$ cat src/rtl/id_pipe.sv
// RV32 decode stage: splits instructions into operand fields, registers them
// behind a valid/ready handshake and inserts one bubble per load-use hazard.
module id_pipe #(
    parameter int REG_AW = 5,
    parameter int RVE    = 0,
    parameter int EN_CSR = 1,
    parameter int CNT_W  = 16
) (
    input  logic              clk,
    input  logic              rst,
    input  logic              flush_i,
    input  logic              in_valid_i,
    output logic              in_ready_o,
    input  logic [31:0]       ins_i,
    input  logic [31:0]       ins_addr_i,
    output logic              out_valid_o,
    input  logic              out_ready_i,
    output logic [31:0]       ins_o,
    output logic [31:0]       ins_addr_o,
    output logic [REG_AW-1:0] reg1_rd_addr_o,
    output logic [REG_AW-1:0] reg2_rd_addr_o,
    output logic [REG_AW-1:0] reg_wr_addr_o,
    output logic [31:0]       imm_o,
    output logic              mem_rd_flag_o,
    output logic              mem_wr_flag_o,
    output logic [31:0]       csr_rw_addr_o,
    output logic [31:0]       csr_zimm_o,
    output logic              illegal_o,
    output logic [CNT_W-1:0]  bubble_cnt_o
);

    localparam logic [6:0] OP_IMM    = 7'b0010011;
    localparam logic [6:0] OP_REG    = 7'b0110011;
    localparam logic [6:0] OP_LUI    = 7'b0110111;
    localparam logic [6:0] OP_AUIPC  = 7'b0010111;
    localparam logic [6:0] OP_JAL    = 7'b1101111;
    localparam logic [6:0] OP_JALR   = 7'b1100111;
    localparam logic [6:0] OP_BRANCH = 7'b1100011;
    localparam logic [6:0] OP_STORE  = 7'b0100011;
    localparam logic [6:0] OP_LOAD   = 7'b0000011;
    localparam logic [6:0] OP_SYS    = 7'b1110011;

    typedef struct packed {
        logic [31:0]       ins;
        logic [31:0]       addr;
        logic [REG_AW-1:0] rs1;
        logic [REG_AW-1:0] rs2;
        logic [REG_AW-1:0] rd;
        logic [31:0]       imm;
        logic              mrd;
        logic              mwr;
        logic [31:0]       csr_a;
        logic [31:0]       zimm;
        logic              ill;
    } dec_t;

    logic [6:0]  opcode;
    logic [2:0]  f3;
    logic [31:0] imm_i;
    logic        u1, u2, ud, mrd, mwr, ill;
    logic [31:0] imm, csr_a, zimm;
    dec_t        dec;
    dec_t        out_q;
    logic        out_valid_q;
    logic [CNT_W-1:0] bub_q;
    logic        hazard;

    assign opcode = ins_i[6:0];
    assign f3     = ins_i[14:12];
    assign imm_i  = {{20{ins_i[31]}}, ins_i[31:20]};

    always_comb begin
        u1    = 1'b0;
        u2    = 1'b0;
        ud    = 1'b0;
        mrd   = 1'b0;
        mwr   = 1'b0;
        ill   = 1'b0;
        imm   = '0;
        csr_a = '0;
        zimm  = '0;
        unique case (1'b1)
            (opcode == OP_IMM): begin
                u1  = 1'b1;
                ud  = 1'b1;
                imm = (f3 == 3'b001 || f3 == 3'b101) ?
                      {27'h0, ins_i[24:20]} : imm_i;
            end
            (opcode == OP_REG): begin
                u1 = 1'b1;
                u2 = 1'b1;
                ud = 1'b1;
            end
            (opcode == OP_LUI),
            (opcode == OP_AUIPC): begin
                ud  = 1'b1;
                imm = {ins_i[31:12], 12'h0};
            end
            (opcode == OP_JAL): begin
                ud  = 1'b1;
                imm = {{11{ins_i[31]}}, ins_i[31], ins_i[19:12],
                       ins_i[20], ins_i[30:21], 1'b0};
            end
            (opcode == OP_JALR): begin
                u1  = 1'b1;
                ud  = 1'b1;
                imm = imm_i;
            end
            (opcode == OP_BRANCH): begin
                u1  = 1'b1;
                u2  = 1'b1;
                imm = {{19{ins_i[31]}}, ins_i[31], ins_i[7],
                       ins_i[30:25], ins_i[11:8], 1'b0};
            end
            (opcode == OP_STORE): begin
                u1  = 1'b1;
                u2  = 1'b1;
                mwr = 1'b1;
                imm = {{20{ins_i[31]}}, ins_i[31:25], ins_i[11:7]};
            end
            (opcode == OP_LOAD): begin
                u1  = 1'b1;
                ud  = 1'b1;
                mrd = 1'b1;
                imm = imm_i;
            end
            (opcode == OP_SYS): begin
                if (EN_CSR == 0) begin
                    ill = 1'b1;
                end else if (f3 == 3'b100) begin
                    ill = 1'b1;
                end else if (f3 != 3'b000) begin
                    ud    = 1'b1;
                    u1    = ~f3[2];
                    csr_a = {20'h0, ins_i[31:20]};
                    zimm  = f3[2] ? {27'h0, ins_i[19:15]} : 32'h0;
                end
            end
            default: ill = 1'b1;
        endcase
        // RV32E only has x0..x15
        if (RVE != 0 && ((u1 && ins_i[19]) || (u2 && ins_i[24]) ||
                         (ud && ins_i[11])))
            ill = 1'b1;
    end

    always_comb begin
        dec       = '0;
        dec.ins   = ins_i;
        dec.addr  = ins_addr_i;
        dec.ill   = ill;
        if (!ill) begin
            dec.rs1   = u1 ? REG_AW'(ins_i[19:15]) : '0;
            dec.rs2   = u2 ? REG_AW'(ins_i[24:20]) : '0;
            dec.rd    = ud ? REG_AW'(ins_i[11:7]) : '0;
            dec.imm   = imm;
            dec.mrd   = mrd;
            dec.mwr   = mwr;
            dec.csr_a = csr_a;
            dec.zimm  = zimm;
        end
    end

    // Unused sources decode to x0, which can never match a nonzero rd
    assign hazard = in_valid_i & out_valid_q & out_q.mrd &
                    (out_q.rd != '0) &
                    ((dec.rs1 == out_q.rd) | (dec.rs2 == out_q.rd));

    assign in_ready_o = (~out_valid_q | out_ready_i) & ~hazard & ~flush_i;

    always_ff @(posedge clk) begin
        if (rst) begin
            out_valid_q <= 1'b0;
            out_q       <= '0;
            bub_q       <= '0;
        end else if (flush_i) begin
            out_valid_q <= 1'b0;
        end else if (hazard && out_ready_i) begin
            out_valid_q <= 1'b0;
            if (bub_q != '1)
                bub_q <= bub_q + CNT_W'(1);
        end else if (in_valid_i && in_ready_o) begin
            out_valid_q <= 1'b1;
            out_q       <= dec;
        end else if (out_ready_i) begin
            out_valid_q <= 1'b0;
        end
    end

    assign out_valid_o    = out_valid_q;
    assign ins_o          = out_q.ins;
    assign ins_addr_o     = out_q.addr;
    assign reg1_rd_addr_o = out_q.rs1;
    assign reg2_rd_addr_o = out_q.rs2;
    assign reg_wr_addr_o  = out_q.rd;
    assign imm_o          = out_q.imm;
    assign mem_rd_flag_o  = out_q.mrd;
    assign mem_wr_flag_o  = out_q.mwr;
    assign csr_rw_addr_o  = out_q.csr_a;
    assign csr_zimm_o     = out_q.zimm;
    assign illegal_o      = out_q.ill;
    assign bubble_cnt_o   = bub_q;

endmodule

$ cat config.mk
export PLATFORM = sky130hd
export DESIGN_NAME = id_pipe
export DESIGN_NICKNAME = d
export VERILOG_FILES = /design/src/rtl/id_pipe.sv
export SDC_FILE = /design/constraint.sdc
export NUM_CORES = 1
export LEC_CHECK = 0
export ABC_AREA = 1
export ABC_CLOCK_PERIOD_IN_PS = 3500
export BUFFER_PORTS_ARGS = -buffer_cell sky130_fd_sc_hd__buf_2
export CAP_MARGIN = 20
export CORE_ASPECT_RATIO = 1.25
export CORE_MARGIN = 2
export CORE_UTILIZATION = 38
export CTS_CLUSTER_DIAMETER = 150
export DETAILED_ROUTE_END_ITERATION = 8
export GPL_ROUTABILITY_DRIVEN = 0
export PLACE_DENSITY = 0.73
export SETUP_SLACK_MARGIN = 0.5
export SLEW_MARGIN = 20
export SYNTH_ARGS = -nofsm -noshare
export SYNTH_HDL_FRONTEND = slang
export SYNTH_SLANG_ARGS = --single-unit
$ cat constraint.sdc
create_clock -name clk -period 3.5 [get_ports clk]
set_input_delay 0.175 -clock clk [delete_from_list [all_inputs] [get_ports clk]]
set_output_delay 0.175 -clock clk [all_outputs]
set_load 0.005 [all_outputs]
After elaboration in Yosys (flattened, before gate mapping)
Index checks and enable logic that the tools add are counted.

storage, ports and cells
  bits in registers = 195
  output and inout port bits = 196

operators by class
  add/sub/neg operators = 1
  eq/ne operators = 16
  muxes and demuxes = 26
  bitwise logic cells = 13
  reductions and logical operators = 15

operator list
  kind                                            count
  one-hot mux 32 bit (6 select lines)             1
  2-to-1 mux 113 bit                              1
  2-to-1 mux 32 bit                               2
  2-to-1 mux 12 bit                               3
  2-to-1 mux 5 bit                                6
  == test 7 bit (second input constant)           4
  == test 7 x 6 -> 1 bit (second input constant)  3
  adder 16 x 1 -> 16 bit (second input constant)  1
  != test 16 bit (second input constant)          1
  == test 7 x 5 -> 1 bit (second input constant)  2
  == test 5 bit                                   2
  2-to-1 mux 1 bit                                10
  OR reduction 9 bit                              1
  == test 7 x 2 -> 1 bit (second input constant)  1
  OR reduction 7 bit                              1
  AND 1 bit                                       6
  == test 3 bit (second input constant)           2
  one-hot mux 1 bit (2 select lines)              3
  AND reduction 3 bit                             2
  OR reduction 3 bit                              2
  OR reduction 6 bit                              1
  NOT 1 bit                                       5
  nonzero test 5 bit                              1
  OR reduction 2 bit                              2
  6 further kinds                                 8

Depth between registers and ports, before layout
Gate-level depths: netlist of the first run.

  depth in word-level cells = 14
  gate-level depth with buffers = 18
  gate-level depth less buffers = 16

Least setup slack after synthesis of the first run
No wires, ideal clock.

  path kind = reg-to-reg
  from = register bub_q[0], in the netlist bubble_cnt_o[0]
  to = register bub_q[1], in the netlist bubble_cnt_o[1]
  arrival = 1.945 ns
  required time = 3.384 ns
  path slack = 1.440 ns
  stages on the path, launching flop included = 12
  period minus slack after synthesis = 2.060 ns
  cell sequence = dfxtp_1 -> ha_1 -> nand2_1 -> nor3b_1 -> nand2_1 -> nor3b_1 -> a31oi_1 -> inv_1 -> nor2_4 -> buf_2 -> o21ai_0 -> nor2_1

on the way
  word-level cells in the longest chain between the ends = 2
  elaborated cells on any way between the ends = 3

RTL lines
  element                                                                         RTL line  text
  start, declared                                                                 65        logic [CNT_W-1:0] bub_q;
  start signal, assigned                                                          181       bub_q <= bub_q + CNT_W'(1);
  parallel branches: the longest is 2 deep, another holds adder 16 x 1 -> 16 bit  n/a

Several ways; the timed one is not identified.
A chain may end at the register's enable or synchronous reset.

Final worst setup path of the first run
  from = register bub_q[0], in the netlist bubble_cnt_o[0]
  to = register bub_q[14], in the netlist bubble_cnt_o[14]

The elaborated chain is that of the path after synthesis.

==> results of run 1 <==
[cell usage after synthesis, types with 3 or more instances]
cell type and n:
sky130_fd_sc_hd__a21oi_1 134, sky130_fd_sc_hd__and2_1 5, sky130_fd_sc_hd__buf_2 14, sky130_fd_sc_hd__buf_4 61, sky130_fd_sc_hd__clkbuf_1 19, sky130_fd_sc_hd__dfxtp_1 148, sky130_fd_sc_hd__inv_1 77, sky130_fd_sc_hd__inv_2 5
sky130_fd_sc_hd__nand2_1 319, sky130_fd_sc_hd__nand3_1 26, sky130_fd_sc_hd__nand4_1 6, sky130_fd_sc_hd__nor2_1 64, sky130_fd_sc_hd__nor3_1 4, sky130_fd_sc_hd__nor3b_1 3, sky130_fd_sc_hd__nor4_1 14, sky130_fd_sc_hd__o21a_1 10
sky130_fd_sc_hd__o21ai_0 35, sky130_fd_sc_hd__o21ai_1 6, sky130_fd_sc_hd__o311ai_0 5, sky130_fd_sc_hd__xor2_1 4
[worst max-delay path, delay by kind of cell, from the launching register on]
family                     cells  cell delay, ns
and+or+nand+nor                9            1.71
AOI/OAI and AO/OA              1            0.17
adders and majority gates      1            0.21
DFF                            1            0.40
[routing by layer]
metal	routed length [um]	GRT usage	share of wire
met2	10200	0.372	0.48
met3	2180	0.0786	0.10
met1	8150	0.247	0.39
met5	0	0	0
met4	582	0.0806	0.028
[sequential cells by signal (all words and copies together) (netlist names)]
register / cells
illegal_o: 1
ins_o: 32
csr_zimm_o: 5
ins_addr_o: 32
reg_wr_addr_o: 5
mem_wr_flag_o: 1
reg2_rd_addr_o: 5
out_valid_o: 1
reg1_rd_addr_o: 5
mem_rd_flag_o: 1
csr_rw_addr_o: 12
bubble_cnt_o: 16
imm_o: 32
[worst paths after layout]
check / slack [ns] / cells after the start / end
setup reg to reg: 0.96 / 11 / bubble_cnt_o[14]
hold / removal: 0.01 / 3 / ins_addr_o[14]
hold reg to reg: 0.46 / 2 / ins_addr_o[31]
setup / recovery: 0.96 / 11 / bubble_cnt_o[14]
[where the power goes]
group          leakage [nW]  switching [mW]  internal (mW)  total [mW]
sequential             1.20          0.0258           1.74        1.76
clock                 0.288           0.689           1.17        1.86
combinational          2.65           0.250          0.147       0.397
[stage by stage]
stage	util	cells
2_1_floorplan	-	1027
3_3_place_gp	0.449	1381
3_5_place_dp	0.449	1381
4_1_cts	0.498	1437
5_1_grt	0.498	1437
6_report	0.498	1437
[area by class of cell]
class                      instances  area (um^2)
clock buffer                      22          474
sequential                       148         2960
inverter                          83          314
timing repair buffer             251         1430
tap                              224          280
clock inverter                     9          128
multi-input combinational        700         3120
fill                            1774         8790
[cell families (layout without fill, tap and decap cells)]
logic type / after synthesis / after routing
simple gates: 448 / 448
other cells: 1 / 47
buf+inv: 179 / 365
compound gates: 200 / 200
xor+xnor: 4 / 4
fa+ha+maj: 1 / 1
flops: 148 / 148
==> implementation parameters, run 1 <==
Parameter                              Value

Timing
  Number of max-slew violations in the final report    0
  Unrepaired setup endpoints after global routing    false
  Hold violation total from the final report    0
  Headroom to the max-slew limit    0.406
  Part of the cycle the worst path needs    0.727
  Worst-margin pin slew    0.890 ns
  Setup violators final    0
  Worst clock skew on the final layout    0.00402 ns
  Final worst setup slack    0.957 ns
  Hold Slack    0.0141 ns
  Final-layout setup total negative slack    0 ns
  Minimum clock period    2.54 ns
  Maximum clock frequency    0.393 GHz

Synth
  Share of the synthesized area in compound gates (AO/OA/AOI/OAI)    0.157
  Post-synth design cell area    6820 um^2
  Synth area leaders    sky130_fd_sc_hd__dfxtp_1 (43%), sky130_fd_sc_hd__nand2_1 (18%), sky130_fd_sc_hd__a21oi_1 (9.8%)
  Synth Area in Simple Gates    0.267
  Most frequently used flop master after synthesis    sky130_fd_sc_hd__dfxtp_1
  Post-Syn Instances    981
  Adder-cell area share of the yosys netlist    0.00183
  Proportion of synthesized chip area in sequential cells    0.434
  Number of synthesized flops with an enable pin    0
  Average size of a mapped cell    6.95 um^2
  Post-synthesis async set-or-reset flop share    0
  Synth area leader    sky130_fd_sc_hd__dfxtp_1
  Share of the synthesized netlist area taken by xor and xnor gates    0.00514
  Combinational family with the most area after synthesis    simple AND/OR/NAND/NOR gates
  Top-area cell type share of the netlist area    0.434
  Yosys cell types    36
  Yosys warnings    0
  Multiplexer fraction of the synthesized cell area    0
  Seq cells post-synth    148

Setup path
  Crit path arrival time    2.91 ns
  Chain of cells forming the critical path    ha_1 > nand2_1 > nor3b_1 > nand2_1 > nor3b_1 > a31oi_1 > nand4_1 > nor2_1 > nand2_1 > nand2_1 > nor2_1
  Startpoint type of the worst setup path    flip-flop
  CP peak stage delay    0.40 ns
  Cell repeated most along the worst path    sky130_fd_sc_hd__nand2_1
  Worst-path fanout max    9
  Startpoint of the worst-slack reg-to-reg timing path    bubble_cnt_o[0]
  Worst Path Class, Setup    reg -> reg
  Launching element of the worst setup path    bubble_cnt_o[0]
  Crit. End Element    flip-flop
  Slowest-stage cell, CP    sky130_fd_sc_hd__dfxtp_1
  Required arrival time at the worst endpoint    3.87 ns

Power and ir drop
  Maximum ir drop on the vdd rail    0.000300 V
  Total design power    4.02 mW
  Leak    4.15 nW
  Power density over the cells    461 nW/um^2

Final layout
  Diodes inserted    0
  Most common cell after layout, fill and taps aside    sky130_fd_sc_hd__nand2_1
  Final non-filler cell area    8710 um^2
  Top library cells by usage in the layout, fill and taps aside    sky130_fd_sc_hd__nand2_1 (319), sky130_fd_sc_hd__buf_2 (216), sky130_fd_sc_hd__dfxtp_1 (148), sky130_fd_sc_hd__a21oi_1 (134), sky130_fd_sc_hd__inv_1 (77)
  Fraction of final layout cells with drive strength greater than 1    0.221
  Post-layout nets    1271
  Growth of design area from synthesis to finish    27.7%

Route
  Number of DRC markers after the initial detailed-route iteration    442
  Remaining design rule violation count    0
  Final WL    21.2 mm
  Drt first pass iters    5
  Number of routed nets with antenna violations    0
  Via density    4.78
  Total number of vias    6866
  Post-detailed-route wirelength per cell    14.7 um

Placement
  Estimated wirelength of the detail-placed design    15.1 mm
  Total placed instance area    7860 um^2
  Worst setup timing slack at the placement stage    1.02 ns
  Number of I/O port buffers    217

Clocking
  Count of clock tree sinks    148
  Worst-skew pair later-pin latency    0.42 ns
  Clk slew on worst S/H paths    0.06 ns
  Number of buffers inserted by post-CTS setup repair    0
  Inserted Clock Buffers    17
  Post-CTS resize count    0
  Number of buffers between clock root and the deepest sink    2
  Clock tree root driver cell    sky130_fd_sc_hd__clkbuf_16
  CTS tree    built
  H-tree depth reported by CTS    4
  Post-CTS Hold Buffers    25

Min path
  Class of the tightest hold or removal check    in -> reg
  Worst Min Path Start    ins_addr_i[14]

Status
  Result of the run    completed

GRT
  Antenna violations before repair    0
  Pin count of the biggest net entering global routing    86
  GRT Overall Usage    0.218
  First-pass GRT wire length    32.4 mm
  Total congestion overflow    0
  Number of global-route vias before repair    6280

Floorplanning
  Boundary Pins    265
  Core Box Area    17500 um^2
  Die footprint    19000 um^2
  Width of the chip    124 um
  Die Span Y    154 um
  Initial cell density of the core    0.390
  Rows    54

Job
  Number of max-cap violations    0
No activity file was read; power rests on OpenSTA's default activity.
==> run 2: changes to the inputs <==
--- a/config.mk
+++ b/config.mk
@@ -6,7 +6,7 @@
 export NUM_CORES = 1
 export LEC_CHECK = 0
 export ABC_AREA = 1
-export ABC_CLOCK_PERIOD_IN_PS = 3500
+export ABC_CLOCK_PERIOD_IN_PS = 2350
 export BUFFER_PORTS_ARGS = -buffer_cell sky130_fd_sc_hd__buf_2
 export CAP_MARGIN = 20
 export CORE_ASPECT_RATIO = 1.25
==> constraint.sdc (replaced) <==
create_clock -name clk -period 2.35 [get_ports clk]
set_input_delay 0.1175 -clock clk [delete_from_list [all_inputs] [get_ports clk]]
set_output_delay 0.1175 -clock clk [all_outputs]
set_load 0.005 [all_outputs]
==> run 2 against run 1 <==
Compared with the run above: sequential share of layout area fell by 8.1 points; routed wire length up 42%; register-to-register slack worse by 0.66 ns; clock skew increased by 0.0060 ns; cell count rose by 8.6%; global-route usage is 1.3 points higher; largest cell class unchanged.
==> implementation parameters, run 2 (synthesis gave the netlist of run 1 again) <==
Parameter                              Value

Timing
  Hold violation total from the final report    0 (unchanged)
  Number of max-slew violations in the final report    0 (unchanged)
  Minimum clock period    2.10 ns
  Worst-margin pin slew    0.852 ns (-0.0378 ns)
  Headroom to the max-slew limit    0.432 (+0.0259)
  Part of the cycle the worst path needs    0.896
  Worst clock skew on the final layout    0.0101 ns (+0.00604 ns)
  Unrepaired setup endpoints after global routing    true
  Setup violators final    0 (unchanged)
  Final-layout setup total negative slack    0 ns (unchanged)
  Maximum clock frequency    0.475 GHz

Setup path
  Register-to-register setup slack    0.30 ns (-0.66 ns)
  Slowest-stage cell, CP    sky130_fd_sc_hd__dlygate4sd3_1
  Worst-path fanout max    14 (+5)
  Startpoint type of the worst setup path    input port
  Chain of cells forming the critical path    dlygate4sd3_1 > buf_4 > nand2_2 > xor2_1 > nor2_1 > nand2_1 > o21ai_2 > nand2_2 > nand3_4 > buf_12 > buf_8 > clkbuf_16 > nand2_1 > a21oi_2
  Startpoint of the worst-slack reg-to-reg timing path    reg_wr_addr_o[4]
  Worst Path Class, Setup    in -> reg
  Crit path arrival time    2.38 ns (-0.53 ns)
  Destination of the worst register-to-register timing path    ins_addr_o[6]
  Cell depth of the worst flop-to-flop path    12 (+1)
  CP peak stage delay    0.55 ns (+0.15 ns)
  Crit. End Element    flip-flop
  Required arrival time at the worst endpoint    2.62 ns (-1.25 ns)

Min path
  Worst hold path endpoint    ins_addr_o[20]
  Number of cells on the worst hold path    3 (unchanged)
  Class of the tightest hold or removal check    in -> reg
  Worst Min Path Start    ins_addr_i[20]

Placement
  Number of I/O port buffers    217 (unchanged)
  Estimated wirelength of the detail-placed design    15.7 mm (+3.9%)

Route
  Post-route met1 wirelength    10.5 mm (+28%)
  Remaining design rule violation count    0 (unchanged)
  Routed wl met3    2.94 mm (+35%)
  Number of DRC markers after the initial detailed-route iteration    671 (+52%)
  Post-detailed-route wirelength per cell    19.2 um (+31%)
  Number of routed nets with antenna violations    0 (unchanged)
  Final WL    30.0 mm (+42%)
  Drt first pass iters    7 (+2)
  Detail Route met2 WL    14.7 mm (+44%)
  Via density    5.26 (+10%)
  Total number of vias    8201 (+19%)
  Topmost layer with routed signal wires    met4

GRT
  GRT Overall Usage    0.231 (+0.0128)
  Pin count of the biggest net entering global routing    57 (-34%)
  First-pass GRT wire length    34.2 mm (+5.3%)
  Antenna violations before repair    0 (unchanged)
  Total congestion overflow    0 (unchanged)
  Number of global-route vias before repair    6695 (+6.6%)

Final layout
  Diodes inserted    0 (unchanged)
  Growth of design area from synthesis to finish    68.9%
  Post-layout nets    1393 (+9.6%)
  FILL cells    1310 (-26%)
  Top library cells by usage in the layout, fill and taps aside    sky130_fd_sc_hd__nand2_1 (221), sky130_fd_sc_hd__buf_2 (210), sky130_fd_sc_hd__dfxtp_1 (138), sky130_fd_sc_hd__a21oi_2 (80), sky130_fd_sc_hd__inv_1 (72)
  Post-layout util    0.658 (+0.160)
  Most common cell after layout, fill and taps aside    sky130_fd_sc_hd__nand2_1
  Fraction of final layout cells with drive strength greater than 1    0.427 (+0.206)

Power and ir drop
  Total design power    6.62 mW (+65%)
  Power density over the cells    575 nW/um^2 (+25%)
  Maximum ir drop on the vdd rail    0.000409 V (+37%)
  Leak    5.67 nW (+37%)

Clocking
  Clk slew on worst S/H paths    0.07 ns (about the same)
  CTS tree    built
  Count of clock tree sinks    148 (unchanged)
  Worst-skew pair later-pin latency    0.43 ns (about the same)
  H-tree depth reported by CTS    4 (unchanged)
  Clock tree root driver cell    sky130_fd_sc_hd__clkbuf_16
  Number of buffers between clock root and the deepest sink    2 (unchanged)
  Inserted Clock Buffers    17 (unchanged)

Floorplanning
  Core Box Area    17500 um^2 (unchanged)
  Initial cell density of the core    0.390 (unchanged)
  Die footprint    19000 um^2 (unchanged)
  Rows    54 (unchanged)
  Die Span Y    154 um (unchanged)
  Width of the chip    124 um (unchanged)
  Boundary Pins    265 (unchanged)

Status
  Result of the run    completed

Job
  Number of max-cap violations    0 (unchanged)
[run 2: cell count changes in the layout (fill, tap and decap cells not counted), sizes merged]
cell / previous run / this run
buf: 226 / 293
dlygate4sd3: 25 / 59
clkbuf: 22 / 38
clkinv: 4 / 8
clkinvlp: 3 / 1
inv: 82 / 84
dlymetal6s4s: 0 / 1
nand2: 321 / 322
[run 2: repair_timing]
item	CTS	global route
setup endpoints to repair	75	149
gates cloned	2	30
endpoints found under the hold margin	60	0
resized for setup	12	352
hold buffers	60	0
pin swaps	10	51
setup buffers	8	25
[run 2: worst max-delay path by stage]
stage                               start              end  cells past startpoint
after CTS                 bubble_cnt_o[0]  bubble_cnt_o[0]                     10
after global placement           ins_i[2]   ins_addr_o[29]                     16
after global routing            ins_i[24]    ins_addr_o[6]                     14
final                           ins_i[24]    ins_addr_o[6]                     14
after detailed placement         ins_i[3]   ins_addr_o[24]                     16
after floorplan           bubble_cnt_o[0]  bubble_cnt_o[1]                     11
[run 2: layer usage]
layer | up-vias | global-route usage
li1 | 3750 | -
met1 | 3815 | 0.257
met2 | 504 | 0.403
met3 | 132 | 0.0727
met4 | 0 | 0.0925
met5 | - | 0
[run 2: area by class of cell]
type,instances,area (um^2),share of cell area
repair buffers,371,3110,0.270
inverters,83,334,0.0290
clock buffers,20,467,0.0405
clock inverters,12,170,0.0148
flip-flops and latches,148,2980,0.259
repair inverters,1,16.3,0.00141
well taps,224,280,0.0243
multi-input cells,701,4160,0.361
[run 2: stage by stage]
stage | std cells | hold slack (ns) | area (um^2) | setup WS, ns
CTS | 1505 | 0.000396 | 9460 | 0.440
detailed placement | 1403 | 0.371 | 8090 | 0.0668
floorplan | 1027 | 0.261 | 7010 | 0.510
finish | 1560 | 0.0201 | 11500 | 0.245
global route | 1560 | 0.00119 | 11500 | 0.219
global placement | 1403 | 0.366 | 8090 | 0.0957
[run 2: power by group]
part / internal (mW) / total [mW] / switching, mW
logic: 0.473 / 1.06 / 0.585
registers: 2.59 / 2.63 / 0.0484
clock network: 1.78 / 2.93 / 1.15
[run 2: worst max-delay path: cells and delay by family]
kind / cells / cell delay, ns
AO/OA/AOI/OAI: 2 / 0.14
XOR/XNOR: 1 / 0.19
buffers and inverters: 5 / 1.24
AND/OR/NAND/NOR: 6 / 0.66
==> run 3: changes to the inputs <==
--- a/config.mk
+++ b/config.mk
@@ -5,7 +5,7 @@
 export SDC_FILE = /design/constraint.sdc
 export NUM_CORES = 1
 export LEC_CHECK = 0
-export ABC_AREA = 1
+export ABC_AREA = 0
 export ABC_CLOCK_PERIOD_IN_PS = 2350
 export BUFFER_PORTS_ARGS = -buffer_cell sky130_fd_sc_hd__buf_2
 export CAP_MARGIN = 20
@@ -15,7 +15,7 @@
 export CTS_CLUSTER_DIAMETER = 150
 export DETAILED_ROUTE_END_ITERATION = 8
 export GPL_ROUTABILITY_DRIVEN = 0
-export PLACE_DENSITY = 0.73
+export PLACE_DENSITY = 0.72
 export SETUP_SLACK_MARGIN = 0.5
 export SLEW_MARGIN = 20
 export SYNTH_ARGS = -nofsm -noshare
==> run 3 against run 2 <==
Compared with the run above: the run now ends with negative setup slack left; routed wire length fell by 4.6%; maximum frequency down 15%; first-iteration DRC count fell by 2.1%; highest routed layer unchanged; utilization fell by 5.9 points; largest power group unchanged; hold slack lost 0.0045 ns; critical endpoint is now ins_o[3]; total power fell by 5.9%.
==> implementation parameters, run 3 <==
Parameter                              Value

Timing
  Hold Slack    0.0156 ns (-0.00449 ns)
  Hold violation total from the final report    0 (unchanged)
  Part of the cycle the worst path needs    1.05 (+0.153)
  Worst clock skew on the final layout    0.0124 ns (+0.00238 ns)
  Setup violators final    71 (+71)
  Number of max-slew violations in the final report    0 (unchanged)
  Maximum clock frequency    0.406 GHz (-15%)
  Unrepaired setup endpoints after global routing    true
  Headroom to the max-slew limit    0.502 (+0.0703)
  Worst-margin pin slew    0.744 ns (-0.108 ns)
  Final worst setup slack    -0.115 ns (-0.360 ns)
  Minimum clock period    2.47 ns (+0.360 ns)

Floorplanning
  Boundary Pins    265 (unchanged)
  Width of the chip    127 um (+2.6%)
  Core Box Area    18600 um^2 (+6.5%)
  Die Span Y    158 um (+2.6%)
  Die footprint    20000 um^2 (+5.2%)
  Rows    56 (+3.7%)
  Initial cell density of the core    0.386 (-0.00428)

GRT
  Number of global-route vias before repair    7999 (+19%)
  GRT Overall Usage    0.270 (+0.0391)
  Total congestion overflow    0 (unchanged)
  GR Util met1    0.317 (+0.0595)
  GRT Max-Usage Layer    met2
  First-pass GRT wire length    42.6 mm (+25%)
  Pin count of the biggest net entering global routing    83 (+46%)
  Routing usage on met3    0.0517 (-0.0210)
  Met2 usage in global routing    0.449 (+0.0464)
  Antenna violations before repair    4 (+4)

Final layout
  Sequential cell area in the final layout    2980 um^2 (-0.17%)
  Fraction of final layout cells with drive strength greater than 1    0.418 (-0.00920)
  Growth of design area from synthesis to finish    55.4%
  Final non-filler cell area    11200 um^2 (-3.0%)
  Post-layout nets    1255 (-9.9%)
  FILL cells    1534 (+17%)
  Post-layout util    0.599 (-0.0589)
  Top library cells by usage in the layout, fill and taps aside    sky130_fd_sc_hd__buf_2 (215), sky130_fd_sc_hd__dfxtp_1 (144), sky130_fd_sc_hd__a21oi_1 (118), sky130_fd_sc_hd__nand3_1 (77), sky130_fd_sc_hd__buf_4 (57)
  Most common cell after layout, fill and taps aside    sky130_fd_sc_hd__buf_2
  Multi-input logic area    4320 um^2 (+3.7%)

Setup path
  Cell repeated most along the worst path    sky130_fd_sc_hd__buf_12
  Buf+Inv Stages, Crit Path    6 (+1)
  Cell depth of the worst flop-to-flop path    13 (+1)
  Startpoint type of the worst setup path    flip-flop
  Required arrival time at the worst endpoint    2.70 ns (+0.08 ns)
  Crit path arrival time    2.82 ns (+0.44 ns)
  Largest delay contributor family on the critical path    compound AO/OA/AOI/OAI gates
  Chain of cells forming the critical path    nand3b_1 > o22ai_1 > a22oi_1 > buf_4 > or3_4 > a21oi_4 > buf_6 > buf_12 > buf_12 > buf_12 > buf_16 > o21ai_0 > a21oi_1
  Slowest-stage cell, CP    sky130_fd_sc_hd__dfxtp_4
  Worst Path Class, Setup    reg -> reg
  Worst-path fanout max    6 (-8)
  Cell depth of the worst setup path    13 (-1)
  Startpoint of the worst-slack reg-to-reg timing path    reg_wr_addr_o[2]
  Register-to-register setup slack    -0.12 ns (-0.42 ns)
  Destination of the worst register-to-register timing path    ins_o[3]
  Crit. End Element    flip-flop
  CP peak stage delay    0.38 ns (-0.17 ns)

Synth
  Post-Syn Instances    891 (-9.2%)
  Synth area leader    sky130_fd_sc_hd__dfxtp_1
  Number of synthesized flops with an enable pin    0 (unchanged)
  Top cells by instance count after synthesis    sky130_fd_sc_hd__dfxtp_1 (148), sky130_fd_sc_hd__a21oi_1 (136), sky130_fd_sc_hd__o21ai_0 (83), sky130_fd_sc_hd__nand3_1 (80), sky130_fd_sc_hd__clkbuf_1 (58)
  Yosys warnings    0 (unchanged)
  Proportion of synthesized chip area in sequential cells    0.412 (-0.0220)
  Seq cells post-synth    148 (unchanged)
  Most frequently used flop master after synthesis    sky130_fd_sc_hd__dfxtp_1
  Synth area leaders    sky130_fd_sc_hd__dfxtp_1 (41%), sky130_fd_sc_hd__a21oi_1 (9.5%), sky130_fd_sc_hd__o21ai_0 (5.8%)
  Top-area cell type share of the netlist area    0.412 (-0.0220)
  Yosys cell types    61 (+69%)
  Average size of a mapped cell    8.06 um^2 (+16%)
  Post-synthesis async set-or-reset flop share    0 (unchanged)
  Post-synth design cell area    7190 um^2 (+5.3%)
  Most frequently used cell type in the post-synthesis netlist    sky130_fd_sc_hd__dfxtp_1

Min path
  Worst Min Path Start    ins_i[1]
  Class of the tightest hold or removal check    in -> reg
  Worst hold path endpoint    ins_o[1]
  Number of cells on the worst hold path    3 (unchanged)

Clocking
  Count of clock tree sinks    148 (unchanged)
  H-tree depth reported by CTS    4 (unchanged)
  Worst-skew pair later-pin latency    0.43 ns (about the same)
  Clock tree root driver cell    sky130_fd_sc_hd__clkbuf_16
  Number of buffers between clock root and the deepest sink    2 (unchanged)
  CTS tree    built
  Clk slew on worst S/H paths    0.07 ns (about the same)
  Inserted Clock Buffers    17 (unchanged)

Power and ir drop
  Maximum ir drop on the vdd rail    0.000445 V (+8.6%)
  Leak    4.62 nW (-19%)
  Power density over the cells    558 nW/um^2 (-2.9%)

Route
  Number of DRC markers after the initial detailed-route iteration    657 (-2.1%)
  Drt first pass iters    5 (-2)
  Total number of vias    8318 (+1.4%)
  Post-detailed-route wirelength per cell    19.9 um (+3.8%)
  Number of routed nets with antenna violations    0 (unchanged)
  Remaining design rule violation count    0 (unchanged)
  Via density    5.80 (+10%)
  Final WL    28.6 mm (-4.6%)

Status
  Result of the run    finished, violations left
  Violations in the final reports    negative setup slack

Job
  Number of max-cap violations    0 (unchanged)

Placement
  Estimated wirelength of the detail-placed design    17.1 mm (+8.7%)
  Number of I/O port buffers    217 (unchanged)
  Total placed instance area    8780 um^2 (+8.5%)
[run 3: cell count changes after synthesis, moves of 14 or more]
| cell | change |
|---|---|
| sky130_fd_sc_hd__a211oi_1 | +28 |
| sky130_fd_sc_hd__a22oi_1 | +18 |
| sky130_fd_sc_hd__a31o_2 | +14 |
| sky130_fd_sc_hd__clkbuf_1 | +39 |
| sky130_fd_sc_hd__inv_1 | -69 |
| sky130_fd_sc_hd__nand2_1 | -267 |
| sky130_fd_sc_hd__nand3_1 | +54 |
| sky130_fd_sc_hd__nor2_1 | -38 |
| sky130_fd_sc_hd__o21ai_0 | +48 |
[run 3: through the flow]
| stage | power (mW) | TNS (ns) | setup WS, ns | cells |
|---|---|---|---|---|
| 6_report | 6.23 | -3.81 | -0.115 | 1434 |
| 3_3_place_gp | 3.32 | 0 | 0.0299 | 1313 |
| 2_1_floorplan | 3.08 | 0 | 0.218 | 937 |
| 3_5_place_dp | 3.33 | -0.00726 | -0.00726 | 1313 |
| 4_1_cts | 6.23 | 0 | 0.0484 | 1426 |
| 5_1_grt | 6.43 | -9.52 | -0.169 | 1434 |
[run 3: worst reg2reg max path, stage by stage (launching register included)]
cell and delay, ns:
sky130_fd_sc_hd__dfxtp_4 0.38, sky130_fd_sc_hd__nand3b_1 0.18, sky130_fd_sc_hd__o22ai_1 0.18, sky130_fd_sc_hd__a22oi_1 0.15, sky130_fd_sc_hd__buf_4 0.15, sky130_fd_sc_hd__or3_4 0.35, sky130_fd_sc_hd__a21oi_4 0.20, sky130_fd_sc_hd__buf_6 0.14
sky130_fd_sc_hd__buf_12 0.11, sky130_fd_sc_hd__buf_12 0.12, sky130_fd_sc_hd__buf_12 0.10, sky130_fd_sc_hd__buf_16 0.10, sky130_fd_sc_hd__o21ai_0 0.08, sky130_fd_sc_hd__a21oi_1 0.13
[run 3: kinds of logic (layout without fill, tap and decap cells)]
family,after synthesis,count (layout),synth area share
simple gates,252,252,0.185
flops,148,148,0.412
xor+xnor,8,8,0.00975
mux,5,5,0.00784
fa+ha+maj,1,1,0.00174
buf+inv,147,408,0.108
compound gates,329,329,0.275
other cells,1,51,0.000522
[run 3: worst max path at each step]
| stage | from | end |
|---|---|---|
| CTS | reg_wr_addr_o[2] | in_ready_o |
| global placement | ins_i[2] | bubble_cnt_o[8] |
| detailed placement | ins_i[2] | ins_addr_o[7] |
| floorplan | reg_wr_addr_o[0] | bubble_cnt_o[14] |
| global route | reg_wr_addr_o[2] | imm_o[29] |
| finish | reg_wr_addr_o[2] | ins_o[3] |
[run 3: final cells by class]
class,count,share of cell area
antenna,4,0.000896
clock buffer,18,0.0393
multi-input combinational,642,0.386
tap,232,0.0260
sequential,148,0.267
timing repair buffer,367,0.264
inverter,9,0.00302
clock inverter,14,0.0133
[run 3: what timing repair did]
item | CTS | global route
hold buffers | 42 | 0
setup buffers | 26 | 2
setup endpoints to repair | 149 | 149
hold endpoints to repair | 52 | 0
resized for setup | 174 | 14
pin swaps | 103 | 19
cloned | 13 | 2
[run 3: layer usage]
layer  part of all wire  vias to the layer above
met1               0.38                     3955
met3              0.072                      124
met2               0.48                      455
met4              0.067                        0
met5                  0                        -
li1                   -                     3784
[run 3: where the power goes]
| part | switching (mW) | internal [mW] | total, mW |
|---|---|---|---|
| sequential | 0.0504 | 2.59 | 2.64 |
| clock | 1.17 | 1.60 | 2.77 |
| combinational | 0.471 | 0.355 | 0.826 |
